$ cat src/rtl/multicycle_control_fsm_if.sv
// Control bundle between the multicycle datapath and its control FSM.
//   master : datapath side, drives opcode/mem_ready and receives controls.
//   slave  : FSM side, samples opcode/mem_ready and drives all controls.
// Signals:
//   opcode[5:0]   instruction bits [31:26] from the instruction register
//   mem_ready     memory finished the current access this cycle
//   IorD, MemRead, MemWrite, IRWrite, RegDst, MemtoReg, RegWrite, ALUSrcA,
//   PCWrite, PCWriteCond, BranchNe, illegal, instr_done   1-bit controls
//   ALUSrcB[1:0], ALUOp[1:0], PCSrc[1:0]                  2-bit controls
//   state[3:0]    current state code
interface multicycle_control_fsm_if;
  logic [5:0] opcode;
  logic       mem_ready;
  logic       IorD;
  logic       MemRead;
  logic       MemWrite;
  logic       IRWrite;
  logic       RegDst;
  logic       MemtoReg;
  logic       RegWrite;
  logic       ALUSrcA;
  logic       PCWrite;
  logic       PCWriteCond;
  logic       BranchNe;
  logic       illegal;
  logic       instr_done;
  logic [1:0] ALUSrcB;
  logic [1:0] ALUOp;
  logic [1:0] PCSrc;
  logic [3:0] state;

  modport master (
    output opcode, mem_ready,
    input  IorD, MemRead, MemWrite, IRWrite, RegDst, MemtoReg, RegWrite,
           ALUSrcA, PCWrite, PCWriteCond, BranchNe, illegal, instr_done,
           ALUSrcB, ALUOp, PCSrc, state
  );

  modport slave (
    input  opcode, mem_ready,
    output IorD, MemRead, MemWrite, IRWrite, RegDst, MemtoReg, RegWrite,
           ALUSrcA, PCWrite, PCWriteCond, BranchNe, illegal, instr_done,
           ALUSrcB, ALUOp, PCSrc, state
  );
endinterface

$ cat src/rtl/multicycle_control_fsm.sv
// Moore control FSM for a MIPS-style multicycle datapath
// (lw, sw, R-type, beq, bne, j and optionally addi).
// Parameters:
//   MEM_HANDSHAKE  1: FETCH/MEMRD/MEMWR wait on mem_ready; 0: mem_ready ignored
//   ENABLE_IMM     1: addi supported; 0: addi decodes as illegal
// Ports:
//   clk    single rising-edge clock
//   reset  synchronous, active-high; forces FETCH and blanks all outputs
//   bus    slave side of multicycle_control_fsm_if (opcode/mem_ready in,
//          every control and the state code out)
module multicycle_control_fsm #(
  parameter int MEM_HANDSHAKE = 1,
  parameter int ENABLE_IMM    = 1
) (
  input  logic                      clk,
  input  logic                      reset,
  multicycle_control_fsm_if.slave   bus
);

  typedef enum logic [3:0] {
    S_FETCH  = 4'd0,
    S_DECODE = 4'd1,
    S_MEMADR = 4'd2,
    S_MEMRD  = 4'd3,
    S_MEMWB  = 4'd4,
    S_MEMWR  = 4'd5,
    S_EXEC   = 4'd6,
    S_ALUWB  = 4'd7,
    S_BRANCH = 4'd8,
    S_JUMP   = 4'd9,
    S_IMMEX  = 4'd10,
    S_IMMWB  = 4'd11
  } state_e;

  localparam logic [5:0] OP_RTYPE = 6'b000000;
  localparam logic [5:0] OP_LW    = 6'b100011;
  localparam logic [5:0] OP_SW    = 6'b101011;
  localparam logic [5:0] OP_BEQ   = 6'b000100;
  localparam logic [5:0] OP_BNE   = 6'b000101;
  localparam logic [5:0] OP_J     = 6'b000010;
  localparam logic [5:0] OP_ADDI  = 6'b001000;

  typedef struct packed {
    logic       iord;
    logic       mem_read;
    logic       mem_write;
    logic       ir_write;
    logic       reg_dst;
    logic       mem_to_reg;
    logic       reg_write;
    logic       alu_src_a;
    logic       pc_write;
    logic       pc_write_cond;
    logic       branch_ne;
    logic       illegal;
    logic       instr_done;
    logic [1:0] alu_src_b;
    logic [1:0] alu_op;
    logic [1:0] pc_src;
  } ctrl_t;

  state_e     state_q, state_d;
  logic [5:0] op_q, op_d;
  ctrl_t      ctrl;
  logic       ready;

  // Without the handshake every memory access completes in one cycle.
  assign ready = (MEM_HANDSHAKE != 0) ? bus.mem_ready : 1'b1;

  // NOTE: state registers use non-blocking assignments so every flop samples
  // pre-edge values regardless of process ordering.
  always_ff @(posedge clk) begin
    if (reset) begin
      state_q <= S_FETCH;
      op_q    <= '0;
    end else begin
      state_q <= state_d;
      op_q    <= op_d;
    end
  end

  // NOTE: every signal written here gets a default first, so no path through
  // the case statement can leave one unassigned and infer a latch.
  always_comb begin
    state_d = state_q;
    op_d    = op_q;
    ctrl    = '0;

    case (state_q)
      S_FETCH: begin
        ctrl.mem_read  = 1'b1;
        ctrl.alu_src_b = 2'b01;
        // Only commit IR and PC+4 on the cycle the fetch actually completes.
        ctrl.ir_write  = ready;
        ctrl.pc_write  = ready;
        if (ready) state_d = S_DECODE;
      end
      S_DECODE: begin
        ctrl.alu_src_b = 2'b11;
        op_d           = bus.opcode;
        case (bus.opcode)
          OP_RTYPE:       state_d = S_EXEC;
          OP_LW, OP_SW:   state_d = S_MEMADR;
          OP_BEQ, OP_BNE: state_d = S_BRANCH;
          OP_J:           state_d = S_JUMP;
          OP_ADDI: begin
            if (ENABLE_IMM != 0) begin
              state_d = S_IMMEX;
            end else begin
              ctrl.illegal = 1'b1;
              state_d      = S_FETCH;
            end
          end
          default: begin
            ctrl.illegal = 1'b1;
            state_d      = S_FETCH;
          end
        endcase
      end
      S_MEMADR: begin
        ctrl.alu_src_a = 1'b1;
        ctrl.alu_src_b = 2'b10;
        state_d        = (op_q == OP_LW) ? S_MEMRD : S_MEMWR;
      end
      S_MEMRD: begin
        ctrl.iord     = 1'b1;
        ctrl.mem_read = 1'b1;
        if (ready) state_d = S_MEMWB;
      end
      S_MEMWB: begin
        ctrl.mem_to_reg = 1'b1;
        ctrl.reg_write  = 1'b1;
        ctrl.instr_done = 1'b1;
        state_d         = S_FETCH;
      end
      S_MEMWR: begin
        ctrl.iord       = 1'b1;
        ctrl.mem_write  = 1'b1;
        // The store retires in the cycle memory accepts it.
        ctrl.instr_done = ready;
        if (ready) state_d = S_FETCH;
      end
      S_EXEC: begin
        ctrl.alu_src_a = 1'b1;
        ctrl.alu_op    = 2'b10;
        state_d        = S_ALUWB;
      end
      S_ALUWB: begin
        ctrl.reg_dst    = 1'b1;
        ctrl.reg_write  = 1'b1;
        ctrl.instr_done = 1'b1;
        state_d         = S_FETCH;
      end
      S_BRANCH: begin
        ctrl.alu_src_a     = 1'b1;
        ctrl.alu_op        = 2'b01;
        ctrl.pc_write_cond = 1'b1;
        ctrl.pc_src        = 2'b01;
        ctrl.branch_ne     = (op_q == OP_BNE);
        ctrl.instr_done    = 1'b1;
        state_d            = S_FETCH;
      end
      S_JUMP: begin
        ctrl.pc_write   = 1'b1;
        ctrl.pc_src     = 2'b10;
        ctrl.instr_done = 1'b1;
        state_d         = S_FETCH;
      end
      S_IMMEX: begin
        ctrl.alu_src_a = 1'b1;
        ctrl.alu_src_b = 2'b10;
        state_d        = S_IMMWB;
      end
      S_IMMWB: begin
        ctrl.reg_write  = 1'b1;
        ctrl.instr_done = 1'b1;
        state_d         = S_FETCH;
      end
      // Codes 12-15: all outputs stay 0 and the next edge recovers to FETCH.
      default: state_d = S_FETCH;
    endcase

    // Reset blanks every output immediately, including FETCH's MemRead/PCWrite.
    if (reset) ctrl = '0;
  end

  assign bus.IorD        = ctrl.iord;
  assign bus.MemRead     = ctrl.mem_read;
  assign bus.MemWrite    = ctrl.mem_write;
  assign bus.IRWrite     = ctrl.ir_write;
  assign bus.RegDst      = ctrl.reg_dst;
  assign bus.MemtoReg    = ctrl.mem_to_reg;
  assign bus.RegWrite    = ctrl.reg_write;
  assign bus.ALUSrcA     = ctrl.alu_src_a;
  assign bus.PCWrite     = ctrl.pc_write;
  assign bus.PCWriteCond = ctrl.pc_write_cond;
  assign bus.BranchNe    = ctrl.branch_ne;
  assign bus.illegal     = ctrl.illegal;
  assign bus.instr_done  = ctrl.instr_done;
  assign bus.ALUSrcB     = ctrl.alu_src_b;
  assign bus.ALUOp       = ctrl.alu_op;
  assign bus.PCSrc       = ctrl.pc_src;
  assign bus.state       = reset ? 4'd0 : state_q;

endmodule

$ cat src/flat_wrapper.sv
// flat-port wrapper written by rule: the top's interface ports become plain ports
module multicycle_control_fsm_flat 
#(
  parameter int MEM_HANDSHAKE = 1,
  parameter int ENABLE_IMM    = 1
)
  (clk, reset, bus_opcode, bus_mem_ready, bus_IorD, bus_MemRead, bus_MemWrite, bus_IRWrite, bus_RegDst, bus_MemtoReg, bus_RegWrite, bus_ALUSrcA, bus_PCWrite, bus_PCWriteCond, bus_BranchNe, bus_illegal, bus_instr_done, bus_ALUSrcB, bus_ALUOp, bus_PCSrc, bus_state);
  multicycle_control_fsm_if bus_i ();
  input  logic clk;
  input  logic reset;
  input wire logic [$bits(bus_i.opcode)-1:0] bus_opcode;
  input wire logic [$bits(bus_i.mem_ready)-1:0] bus_mem_ready;
  output wire logic [$bits(bus_i.IorD)-1:0] bus_IorD;
  output wire logic [$bits(bus_i.MemRead)-1:0] bus_MemRead;
  output wire logic [$bits(bus_i.MemWrite)-1:0] bus_MemWrite;
  output wire logic [$bits(bus_i.IRWrite)-1:0] bus_IRWrite;
  output wire logic [$bits(bus_i.RegDst)-1:0] bus_RegDst;
  output wire logic [$bits(bus_i.MemtoReg)-1:0] bus_MemtoReg;
  output wire logic [$bits(bus_i.RegWrite)-1:0] bus_RegWrite;
  output wire logic [$bits(bus_i.ALUSrcA)-1:0] bus_ALUSrcA;
  output wire logic [$bits(bus_i.PCWrite)-1:0] bus_PCWrite;
  output wire logic [$bits(bus_i.PCWriteCond)-1:0] bus_PCWriteCond;
  output wire logic [$bits(bus_i.BranchNe)-1:0] bus_BranchNe;
  output wire logic [$bits(bus_i.illegal)-1:0] bus_illegal;
  output wire logic [$bits(bus_i.instr_done)-1:0] bus_instr_done;
  output wire logic [$bits(bus_i.ALUSrcB)-1:0] bus_ALUSrcB;
  output wire logic [$bits(bus_i.ALUOp)-1:0] bus_ALUOp;
  output wire logic [$bits(bus_i.PCSrc)-1:0] bus_PCSrc;
  output wire logic [$bits(bus_i.state)-1:0] bus_state;
  assign bus_i.opcode = bus_opcode;
  assign bus_i.mem_ready = bus_mem_ready;
  assign bus_IorD = bus_i.IorD;
  assign bus_MemRead = bus_i.MemRead;
  assign bus_MemWrite = bus_i.MemWrite;
  assign bus_IRWrite = bus_i.IRWrite;
  assign bus_RegDst = bus_i.RegDst;
  assign bus_MemtoReg = bus_i.MemtoReg;
  assign bus_RegWrite = bus_i.RegWrite;
  assign bus_ALUSrcA = bus_i.ALUSrcA;
  assign bus_PCWrite = bus_i.PCWrite;
  assign bus_PCWriteCond = bus_i.PCWriteCond;
  assign bus_BranchNe = bus_i.BranchNe;
  assign bus_illegal = bus_i.illegal;
  assign bus_instr_done = bus_i.instr_done;
  assign bus_ALUSrcB = bus_i.ALUSrcB;
  assign bus_ALUOp = bus_i.ALUOp;
  assign bus_PCSrc = bus_i.PCSrc;
  assign bus_state = bus_i.state;
  multicycle_control_fsm #(.MEM_HANDSHAKE(MEM_HANDSHAKE), .ENABLE_IMM(ENABLE_IMM)) u_core (.clk(clk), .reset(reset), .bus(bus_i));
endmodule
$ cat config.mk
export PLATFORM = sky130hd
export DESIGN_NAME = multicycle_control_fsm_flat
export DESIGN_NICKNAME = d
export VERILOG_FILES = /design/src/rtl/multicycle_control_fsm_if.sv /design/src/rtl/multicycle_control_fsm.sv /design/src/flat_wrapper.sv
export SDC_FILE = /design/constraint.sdc
export NUM_CORES = 1
export LEC_CHECK = 0
export BUFFER_PORTS_ARGS = -buffer_cell sky130_fd_sc_hd__buf_2
export CAP_MARGIN = 30
export CORE_AREA = 3 3 57 59
export CTS_CLUSTER_SIZE = 10
export DETAILED_ROUTE_END_ITERATION = 10
export DIE_AREA = 0 0 60 62
export PLACE_DENSITY = 0.58
export SLEW_MARGIN = 10
export SYNTH_ARGS = -nofsm -noshare
export SYNTH_HDL_FRONTEND = slang
export SYNTH_SLANG_ARGS = --single-unit
$ cat constraint.sdc
create_clock -name clk -period 1.53 [get_ports clk]
set_input_delay 0.2295 -clock clk [delete_from_list [all_inputs] [get_ports clk]]
set_output_delay 0.2295 -clock clk [all_outputs]
set_load 0.005 [all_outputs]
* Yosys cells after proc, flatten, opt, wreduce, memory -nomap -nowiden
Cells that the tools add are included.
** Word-level totals
- Register bits :: 10
- Bits of input ports :: 9
- Output and inout port bits :: 23
- Word-level logic and storage cells :: 60
** Operators by class
- Equality and inequality tests :: 22
- Mux-type cells :: 24
- Reductions and logical operators :: 12
** Operator list (number)
- case mux 4 bit (7 select lines) :: 1
- case mux 4 bit (5 select lines) :: 1
- 2-to-1 mux 19 bit :: 1
- == test 6 x 3 -> 1 bit (second input constant) :: 3
- == test 6 bit (second input constant) :: 3
- == test 4 x 3 -> 1 bit (second input constant) :: 4
- == test 4 bit (second input constant) :: 4
- 2-to-1 mux 4 bit :: 4
- 2-to-1 mux 1 bit :: 10
- OR reduction 2 bit :: 5
- == test 4 x 2 -> 1 bit (second input constant) :: 2
- case mux 2 bit (2 select lines) :: 2
- OR reduction 7 bit :: 1
- == test 6 x 2 -> 1 bit (second input constant) :: 1
- == test 6 x 4 -> 1 bit (second input constant) :: 1
- zero test 6 bit :: 1
- != test 2 bit (second input constant) :: 3
- case mux 2 bit (3 select lines) :: 1
- OR reduction 5 bit :: 1
- == test 4 x 1 -> 1 bit (second input constant) :: 1
- zero test 4 bit :: 1
- case mux 1 bit (2 select lines) :: 2
- OR reduction 4 bit :: 1
- 2-to-1 mux 3 bit :: 1
- 3 further kinds :: 3

* Longest topological paths before layout
- Depth after elaboration :: 5
- Gate-level depth with buffers :: 5
- Depth with buffers taken out :: 4

* Worst setup path after synthesis
Ideal clock, no wire load.
- Kind :: reg2out
- Start point :: reg u_core.state_q[2]
- End point :: out bus_illegal
- Arrival time :: 1.229 ns
- Required time :: 1.300 ns
- Path slack :: 0.072 ns
- Stages on the path, launching flop included :: 4
- Path buffers :: 1
- Path through :: dfxtp_1 clkbuf_2 or3_1 a2111oi_2
** On the way
- Longest elaborated chain between the ends :: 3
** RTL lines
- start, declared :: line multicycle_control_fsm.sv:62 : state_e state_q, state_d;
- start signal, assigned :: line multicycle_control_fsm.sv:77 : state_q <= state_d;
- == test 4 x 1 -> 1 bit :: line multicycle_control_fsm.sv:89 : case (state_q)
- 2-to-1 mux 1 bit :: line multicycle_control_fsm.sv:89
- 2-to-1 mux 19 bit :: line multicycle_control_fsm.sv:184 : if (reset) ctrl = '0;
- end, declared :: line flat_wrapper.sv:24 : output wire logic [$bits(bus_i.illegal)-1:0] bus_illegal;
Every way passes these cells.

* Worst setup path in the final report
- Start point :: reg u_core.state_q[1]
- End point :: out bus_RegWrite
** On the way
- Longest elaborated chain between the ends :: 4
** RTL lines
- == test 4 x 3 -> 1 bit / == test 4 bit (equally long branches) :: line multicycle_control_fsm.sv:89
- OR reduction 3 bit (no source line) (*)
- 2-to-1 mux 1 bit (*) :: line multicycle_control_fsm.sv:89
- 2-to-1 mux 19 bit (*) :: line multicycle_control_fsm.sv:184
- end, declared :: line flat_wrapper.sv:19 : output wire logic [$bits(bus_i.RegWrite)-1:0] bus_RegWrite;
Every way passes the cells marked *; elsewhere a longest branch is shown, timed or not.

==> results.yml <==
routing:
  met1_length_um: 1250
  drt.antenna.violating_nets: 0
  wl_met3_um: 163
  met2_length_um: 1440
  drc: 0
  via_per_inst: 5.25
  drt-initial-drc-count: 40
  avgRoutedWirePerCell_um: 14.0
  vias: 1071
  routed.top_layer: "met3"
  wl_um: 2850
  dr.pass1.iters: 4
synthesis:
  yosysUniqueCellTypes: 42
  synth_common_cells: "nor2_1, nor3_1, dfxtp_1"
  ys_ff_latch: 10
  synthTopCellsByArea: "dfxtp_1, nor3_1, mux2i_1"
  synth.avg_cell_area_um2: 7.54
  netlist.area_leader.share_pct: 22.3
  syn_inst: 119
  yosysMostFrequentCell: "nor2_1"
  synthesis.area_um2: 897
  synth_edf_count: 0
  synth_top_area_cell: "dfxtp_1"
  synth-async-reset-ratio_pct: 0
  ys.flop_type: "dfxtp_1"
  syn_nets: 128
  yosys_warnings: 0
  seq_area_frac_synth_pct: 22.3
setup_path:
  cp-start-kind: "register"
  critPathArrivalTime_ps: 1460
  worstPathMaxFanout: 6
  worst_setup_path_end_kind: "output pin"
  critPathKind: "reg -> out"
  required_ps: 1300
clocking:
  clockBufferDepth: 2
  cts_buffers: 3
  path_clk_slew_ps: 60
  clock_latency_ps: 260
  cts_tree: "done"
  htreeDepth: 1
  cts.sinks: 10
  root_buffer: "clkbuf_4"
final_layout:
  drive_above_1_share_pct: 55.5
  final_cell_area_um2: 1530
  nets: 184
  antenna_cells: 0
  final_cells: 204
  area_growth_pct: 70.2
job:
  maxCapViolations: 0
floorplan:
  dieArea_um2: 3720
  initial_core_util_pct: 32.5
  core-area_um2: 2760
  dieWidth_um: 60
  io_pins: 32
  rows: 19
  die_height_um: 62
placed_design:
  io_buffers: 31
  gp_congestion: 0.839
  place_area_um2: 1210
  hpwl_um: 2060
  dp_cells: 193
  dp_slack_ps: 17.5
timing:
  fin_crit_sh_pct: 111
  timing.fmax_ghz: 0.591
  fin_crit_ps: 1690
  worst_slew_pin_slew_ps: 515
  fin_setup_tns_ps: -1120
  fin_ws_ps: -162
  setup_viol: 13
  relSlewSlack_pct: 65.2
  finClkSkew_ps: 1.67
  hold_viol: 0
  final_max_slew_viol_count: 0
  rsz0062_at_grt: "yes"
pwr:
  p_leak_nw: 0.648
  p_per_area_nw_per_um2: 461
  total_power_uw: 703
  vdd_drop_max_mv: 0.488
global_routing:
  grt_usage_pct: 15.9
  grt_pass1_vias: 999
  grt_overflow: 0
  antenna_found_initial: 0
  grt_max_degree: 12
  grt_pass1_wl_um: 4560
hold_path:
  hp-class: "in -> reg"
outcome:
  violations: "negative setup slack"
  outcome: "finished, violations left"
## per-stage QoR
stage	hold slack (ps)	utilization [%]
2_1_floorplan	376	-
3_3_place_gp	479	44.1
3_5_place_dp	483	44.1
4_1_cts	221	50.9
5_1_grt	253	55.4
6_report	266	55.4
## placed cells by master (no fill, tap or decap), types with 2 or more instances in the layout
| master | synthesis | routed |
|---|---|---|
| buf_12 | 0 | 2 |
| nand2b_4 | 0 | 4 |
| a21oi_1 | 4 | 4 |
| nor2_4 | 0 | 3 |
| nor3_1 | 15 | 9 |
| a2111oi_4 | 1 | 2 |
| xnor2_1 | 2 | 2 |
| or3_4 | 0 | 2 |
| dfxtp_4 | 0 | 4 |
| nand2_1 | 9 | 8 |
| nor2_1 | 16 | 13 |
| mux2i_1 | 6 | 6 |
| clkbuf_4 | 0 | 3 |
| nor2b_1 | 5 | 4 |
| buf_2 | 3 | 30 |
| nor3_4 | 1 | 2 |
| buf_6 | 1 | 8 |
| a211oi_1 | 3 | 2 |
| nor3_2 | 0 | 5 |
| dfxtp_1 | 10 | 6 |
| buf_4 | 2 | 20 |
| nand2b_1 | 9 | 4 |
## registers in the layout, indices dropped and copies added (netlist names)
name and cells:
u_core.op_q 6, u_core.state_q 4
## worst max-delay path, cell delays in order (launching register included)
cell and delay (ps):
dfxtp_4 360, buf_4 150, nor2b_4 130, o32a_1 330, nor2_1 100, buf_2 120
## cell families (layout without fill, tap and decap cells)
| logic type | after synthesis | count (layout) | synth area share, % |
|---|---|---|---|
| buf+inv | 12 | 66 | 7.25 |
| flops | 10 | 10 | 22.3 |
| xor+xnor | 2 | 2 | 1.95 |
| simple gates | 66 | 66 | 39.1 |
| compound gates | 23 | 23 | 22.7 |
| mux | 6 | 6 | 6.69 |
## repair_timing
item / CTS / global route
cloned: 0 / 1
pin swaps: 7 / 5
endpoints found under the setup margin: 19 / 19
buffers inserted: 2 / 5
hold buffers: 0 / 0
gates resized for setup: 36 / 11
## worst paths after layout
kind | startpoint | end | slack (ps) | depth (start not counted)
worst max register to register | u_core.op_q[4] | u_core.state_q[1] | 80 | 4
worst min register to register | u_core.op_q[0] | u_core.op_q[0] | 490 | 2
worst max-delay path | u_core.state_q[1] | bus_RegWrite | -160 | 5
worst min-delay path | reset | u_core.state_q[3] | 270 | 2
## metal layers
metal | vias up | global-route usage, %
met5 | - | 0
met4 | 0 | 4.43
met3 | 0 | 2.48
met2 | 31 | 27.2
met1 | 498 | 20.9
li1 | 542 | -
## power breakdown
group / internal [mW] / leakage, nW / switching [mW]
logic: 0.124 / 0.550 / 0.120
registers: 0.269 / 0.0846 / 0.0116
clock network: 0.0908 / 0.0138 / 0.0883
total: 0.484 / 0.648 / 0.219
## layout make-up
| type | count | area [µm²] |
|---|---|---|
| well taps | 31 | 38.8 |
| repair buffers | 62 | 470 |
| multi-input cells | 97 | 776 |
| clock buffers | 3 | 22.5 |
| fillers | 253 | 1230 |
| inverters | 1 | 3.75 |
| flip-flops and latches | 10 | 215 |
(Power assumes the default switching activity.)
